File: config.mk
export PLATFORM = sky130hd
export DESIGN_NAME = insn_encoder
export DESIGN_NICKNAME = d
export VERILOG_FILES = /design/src/rtl/insn_encoder.sv
export SDC_FILE = /design/constraint.sdc
export NUM_CORES = 1
export LEC_CHECK = 0
export BUFFER_PORTS_ARGS = -buffer_cell sky130_fd_sc_hd__buf_4
export CAP_MARGIN = 20
export CORE_ASPECT_RATIO = 0.7
export CORE_MARGIN = 2
export CORE_UTILIZATION = 50
export CTS_CLUSTER_DIAMETER = 40
export DETAILED_ROUTE_END_ITERATION = 7
export GPL_ROUTABILITY_DRIVEN = 1
export PLACE_DENSITY_LB_ADDON = 0.05
export REMOVE_ABC_BUFFERS = 1
export SLEW_MARGIN = 10
export SYNTH_ARGS = -nofsm -noshare
export SYNTH_HDL_FRONTEND = slang
export SYNTH_SLANG_ARGS = --single-unit
File: constraint.sdc
create_clock -name clk -period 1.95 [get_ports clk]
set_input_delay 0.39 -clock clk [delete_from_list [all_inputs] [get_ports clk]]
set_output_delay 0.39 -clock clk [all_outputs]
set_load 0.02 [all_outputs]
File: src/rtl/insn_encoder.sv
// LEGv8 instruction encoder with a 2-entry output FIFO and byte-address tagging.
// Optional saturating error counter output err_cnt when INSN_ENC_ERR_CNT_EN is defined.
module insn_encoder #(
  parameter int unsigned ADDR_W = 8
) (
  input  logic              clk,
  input  logic              rst_n,
  input  logic              in_valid,
  output logic              in_ready,
  input  logic [2:0]        op_sel,
  input  logic [4:0]        rd,
  input  logic [4:0]        rn,
  input  logic [4:0]        rm,
  input  logic [18:0]       imm,
  output logic              out_valid,
  input  logic              out_ready,
  output logic [31:0]       out_word,
  output logic [ADDR_W-1:0] out_addr,
  output logic              err
`ifdef INSN_ENC_ERR_CNT_EN
  ,
  output logic [7:0]        err_cnt
`endif
);

  typedef enum logic [1:0] {EMPTY, ONE, FULL} fill_e;

  fill_e             state_q, state_d;
  logic [31:0]       word0_q, word0_d, word1_q, word1_d;
  logic [ADDR_W-1:0] addr0_q, addr0_d, addr1_q, addr1_d;
  logic [ADDR_W-1:0] pc_q, pc_d;
  logic              in_ready_q, err_q, err_d;
  logic [31:0]       enc_word;
  logic              legal, imm_fits, acc, enq, deq;

  // D-type offsets are 9 bits: every bit above bit 8 must repeat the sign.
  assign imm_fits = (imm[18:8] == '0) || (imm[18:8] == '1);

  always_comb begin
    enc_word = '0;
    legal    = 1'b1;
    case (op_sel)
      3'd0: enc_word = {11'b10001011000, rm, 6'b000000, rn, rd};
      3'd1: enc_word = {11'b11001011000, rm, 6'b000000, rn, rd};
      3'd2: enc_word = {11'b10001010000, rm, 6'b000000, rn, rd};
      3'd3: enc_word = {11'b10101010000, rm, 6'b000000, rn, rd};
      3'd4: begin
        enc_word = {11'b11111000010, imm[8:0], 2'b00, rn, rd};
        legal    = imm_fits;
      end
      3'd5: begin
        enc_word = {11'b11111000000, imm[8:0], 2'b00, rn, rd};
        legal    = imm_fits;
      end
      3'd6: enc_word = {8'b10110100, imm, rd};
      default: legal = 1'b0;
    endcase
  end

  assign acc   = in_valid & in_ready_q;
  assign enq   = acc & legal;
  assign err_d = acc & ~legal;
  assign deq   = out_ready & (state_q != EMPTY);
  assign pc_d  = enq ? pc_q + ADDR_W'(4) : pc_q;

  // Slot 0 is always the head, so the output ports come straight from registers.
  always_comb begin
    state_d = state_q;
    word0_d = word0_q;
    word1_d = word1_q;
    addr0_d = addr0_q;
    addr1_d = addr1_q;
    case (state_q)
      EMPTY: if (enq) begin
        word0_d = enc_word;
        addr0_d = pc_q;
        state_d = ONE;
      end
      ONE: begin
        if (enq && deq) begin
          word0_d = enc_word;
          addr0_d = pc_q;
        end else if (enq) begin
          word1_d = enc_word;
          addr1_d = pc_q;
          state_d = FULL;
        end else if (deq) begin
          state_d = EMPTY;
        end
      end
      FULL: if (deq) begin
        word0_d = word1_q;
        addr0_d = addr1_q;
        state_d = ONE;
      end
      default: state_d = EMPTY;
    endcase
  end

  always_ff @(posedge clk or negedge rst_n) begin
    if (!rst_n) begin
      state_q    <= EMPTY;
      word0_q    <= '0;
      word1_q    <= '0;
      addr0_q    <= '0;
      addr1_q    <= '0;
      pc_q       <= '0;
      in_ready_q <= 1'b0;
      err_q      <= 1'b0;
    end else begin
      state_q    <= state_d;
      word0_q    <= word0_d;
      word1_q    <= word1_d;
      addr0_q    <= addr0_d;
      addr1_q    <= addr1_d;
      pc_q       <= pc_d;
      in_ready_q <= (state_d != FULL);
      err_q      <= err_d;
    end
  end

  assign in_ready  = in_ready_q;
  assign out_valid = (state_q != EMPTY);
  assign out_word  = word0_q;
  assign out_addr  = addr0_q;
  assign err       = err_q;

`ifdef INSN_ENC_ERR_CNT_EN
  logic [7:0] err_cnt_q;

  always_ff @(posedge clk or negedge rst_n) begin
    if (!rst_n) begin
      err_cnt_q <= '0;
    end else if (err_q && (err_cnt_q != 8'hFF)) begin
      err_cnt_q <= err_cnt_q + 8'd1;
    end
  end

  assign err_cnt = err_cnt_q;
`endif

endmodule

==> impl_metrics.csv <==
group,metric,value,unit
global_routing,remaining_overflow_grt,0,
timing,worst_hold_slack,0.2097,ns
timing,max_slew_violation_count,0,
drt,drt-initial-drc-count,164,
global_routing,gr-usage-all-layers,0.2370,
cts,clkSlewWorstSetupHoldPaths,0.09,ns
final_layout,nets,515,
logic_synthesis,synth.distinct_cells,44,
place,place_area,0.004893,mm^2
drt,routed_wire_length_per_instance,16.04,um
logic_synthesis,synth_seq_cells,86,
final_layout,seq_area,0.002152,mm^2
global_routing,grt_antenna_before_repair,0,
place,port_buffers,81,
power_and_ir_drop,power.total,6419,uW
global_routing,grt_first_pass_wirelength,15.48,mm
critical_path,critical_path.startpoint_type,"input port",
global_routing,grt_pass1_vias,3069,
cts,cts_setup_buffers,0,
critical_path,cp_data_arrival_time,2.08,ns
drt,antenna_violating_nets_post_route,0,
drt,post-route-drc-count,0,
logic_synthesis,post_synth_instance_area,0.003933,mm^2
power_and_ir_drop,p_per_area,1266,mW/mm^2
worst_hold_path,min_path_type,"input port to flip-flop",
floorplanning,floorplan.die.height,78.20,um
critical_path,critical-path-max-stage-delay,0.39,ns
final_layout,final_cells,579,
timing,period_needed,1.816,ns
global_routing,met2_track_demand_over_resource,0.3626,
logic_synthesis,syn-mean-instance-area,10.74,um^2
cts,numCtsBuffers,9,
critical_path,end_kind,"flip-flop",
cts,cts_buffer_depth,2,
critical_path,path_max_fanout,16,
final_layout,layout.filler_cells,644,
global_routing,grt_most_used_layer,"met2",
drt,viasPerCell,5.449,
critical_path,timing.critical_path.cells,"buf_4 -> nor4_2 -> a311oi_2 -> a21o_1 -> o211ai_4 -> buf_12 -> mux2_2",
drt,finalWirelength,9.290,mm
logic_synthesis,synth_compound_gate_area_share,0.1750,
cts,cts.sink_count,86,
logic_synthesis,yosysTopAreaCell,"dfrtp_1",
floorplanning,dieWidth,110,um
final_layout,syn_to_final_growth,28.89,%
cts,clkLatencyLatePin,0.37,ns
logic_synthesis,post-synth-top-area-fraction,0.5472,
timing,fmax,0.5507,GHz
final_layout,final_design_area_no_fill,0.005069,mm^2
place,hpwlAfterDp,6.767,mm
critical_path,worstPathRequired,2.21,ns
power_and_ir_drop,max-vdd-ir-drop,0.7995,mV
logic_synthesis,ys_warn_count,0,
global_routing,global_route.usage.met3,0.05814,
global_routing,grt_start_max_net_pins,43,
cts,tritoncts_clock_tree,"done",
critical_path,r2r_setup_slack,0.15,ns
global_routing,grt_use_met1,0.3292,
logic_synthesis,synth_simple_gate_area_frac,0.1371,
floorplanning,num_rows,27,
timing,period_share,0.9312,
timing,rsz0062_at_grt,"no",
cts,cts_root_buf,"clkbuf_8",
power_and_ir_drop,power_leakage,0.002323,uW
final_layout,diodes,0,
cts,post_cts_resized,0,
floorplanning,start_util,0.5083,
drt,initial_drt_pass_iterations,4,
floorplanning,placeableCoreArea,0.007736,mm^2
drt,total_via_count_in_the_routed_design,3155,
logic_synthesis,biggest_area_contributors_in_the_synthesized_netlist,"dfrtp_1 55%, mux2_2 8.0%, nand2_1 7.2%",
place,place_congestion,0.9562,
final_layout,postLayoutCoreUtil,0.6552,
logic_synthesis,postSynthCellCount,366,
logic_synthesis,synth_adder_area_share,0.003182,
final_layout,multi_input_area,0.001633,mm^2
critical_path,worst_path_max_delay_cell,"nor4_2",
flow_run,max-cap-violations,0,
floorplanning,design.die.area,0.008602,mm^2
logic_synthesis,yosysSeqAreaShare,0.5472,
logic_synthesis,synth_top_family_by_area,"compound AO/OA/AOI/OAI gates",
logic_synthesis,synth_mux_area_frac,0.08018,
floorplanning,io_pins,84,
cts,cts_h_tree_depth,3,
critical_path,crit_type,"input port to flip-flop",
logic_synthesis,yosys.area_share.xor_xnor,0.01336,
cts,holdBufCountCts,1,
final_layout,drive_above_1_share,0.4059,
timing,final-setup-viol-count,0,
timing,finClkSkew,0.007597,ns
outcome,outcome,"finished, final reports clean",
timing,number_of_endpoints_with_negative_hold_slack_in_the_final_report,0,
place,numPlacedInstances,562,
worst max-delay path: cells and delay by family:
kind                   cells  cell delay [ns]
AO/OA/AOI/OAI              3             0.64
buffers and inverters      2             0.30
multiplexers               1             0.34
AND/OR/NAND/NOR            1             0.39
per-stage QoR:
step                setup TNS [ns]  setup slack (ns)
floorplan                   -51.96            -1.109
global placement            -8.842           -0.2153
detailed placement          -10.62           -0.2648
CTS                              0            0.1382
global route                     0           0.05836
finish                           0            0.1343
cells in the mapped netlist:
library cell and n:
o211ai_2 1, o32a_1 1, nor2_1 12, and2_1 1, ha_1 1, nor4_2 2, o211ai_1 1, or2_2 2
o21ai_0 37, clkbuf_1 8, o221a_2 22, and3_1 7, buf_2 9, nand4_1 5, o2111ai_1 1, nand2b_1 4
nor3_1 3, xnor2_1 6, o22a_1 1, o31ai_1 1, a21oi_1 8, a211o_1 1, buf_6 3, buf_1 1
a311o_1 1, a21o_1 1, o21a_1 1, conb_1 1, dfrtp_1 86, nand3_1 3, mux2_2 28, or3_1 1
o21ai_1 5, nor2b_1 2, a221oi_1 5, buf_4 4, a22o_1 4, nand2_1 75, inv_2 1, inv_1 6
or3_4 1, a311oi_2 1, a211oi_1 1, and3b_1 1
registers in the layout, summed over array words and instances (netlist names):
register	count
pc_q	6
word1_q	32
in_ready	1
out_word	32
err	1
addr1_q	6
out_addr	6
state_q	2
final timing paths:
check,start,to,depth (start not counted)
hold / removal,out_ready,state_q[1]$_DFF_PN0_,2
max in group asynchronous,rst_n,word1_q[4]$_DFFE_PN0P_,3
min in group asynchronous,rst_n,out_word[31]$_DFFE_PN0P_,2
setup reg to reg,state_q[1]$_DFF_PN0_,out_word[15]$_DFFE_PN0P_,6
setup / recovery,imm[10],out_word[15]$_DFFE_PN0P_,7
hold reg to reg,pc_q[6]$_DFFE_PN0P_,pc_q[6]$_DFFE_PN0P_,1
cell families (layout without fill, tap and decap cells):
logic type      after synthesis  after routing
simple gates                119            119
compound gates               93             93
flops                        86             86
buf+inv                      32            143
mux                          28             28
xor+xnor                      6              6
fa+ha+maj                     1              1
other cells                   1              2
placed cells by master, fill, tap and decap left out, types with 6 or more instances in the layout:
master | netlist | final
a21oi_1 | 8 | 8
and3_1 | 7 | 7
buf_4 | 4 | 114
clkbuf_8 | 0 | 9
dfrtp_1 | 86 | 86
inv_1 | 6 | 6
mux2_2 | 28 | 28
nand2_1 | 75 | 75
nor2_1 | 12 | 12
o21ai_0 | 37 | 37
o221a_2 | 22 | 22
xnor2_1 | 6 | 6
power by group:
| part | leakage, uW | switching (uW) | internal (uW) |
|---|---|---|---|
| registers | 0.00104 | 463 | 2510 |
| logic | 0.00120 | 1150 | 1190 |
| clock network | 0.0000797 | 647 | 464 |
| total | 0.00232 | 2260 | 4160 |
area by class of cell:
| class | count | area share |
|---|---|---|
| inverter | 7 | 0.005184 |
| multi-input combinational | 249 | 0.3221 |
| timing repair buffer | 120 | 0.1906 |
| sequential | 86 | 0.4246 |
| clock buffer | 11 | 0.02592 |
| clock inverter | 5 | 0.006665 |
| tap | 101 | 0.02493 |
metal layers:
| metal | up-vias | part of all wire |
|---|---|---|
| li1 | 1528 | - |
| met1 | 1529 | 0.47 |
| met2 | 82 | 0.46 |
| met3 | 16 | 0.046 |
| met4 | 0 | 0.020 |
| met5 | - | 0 |
(Power assumes the default switching activity.)
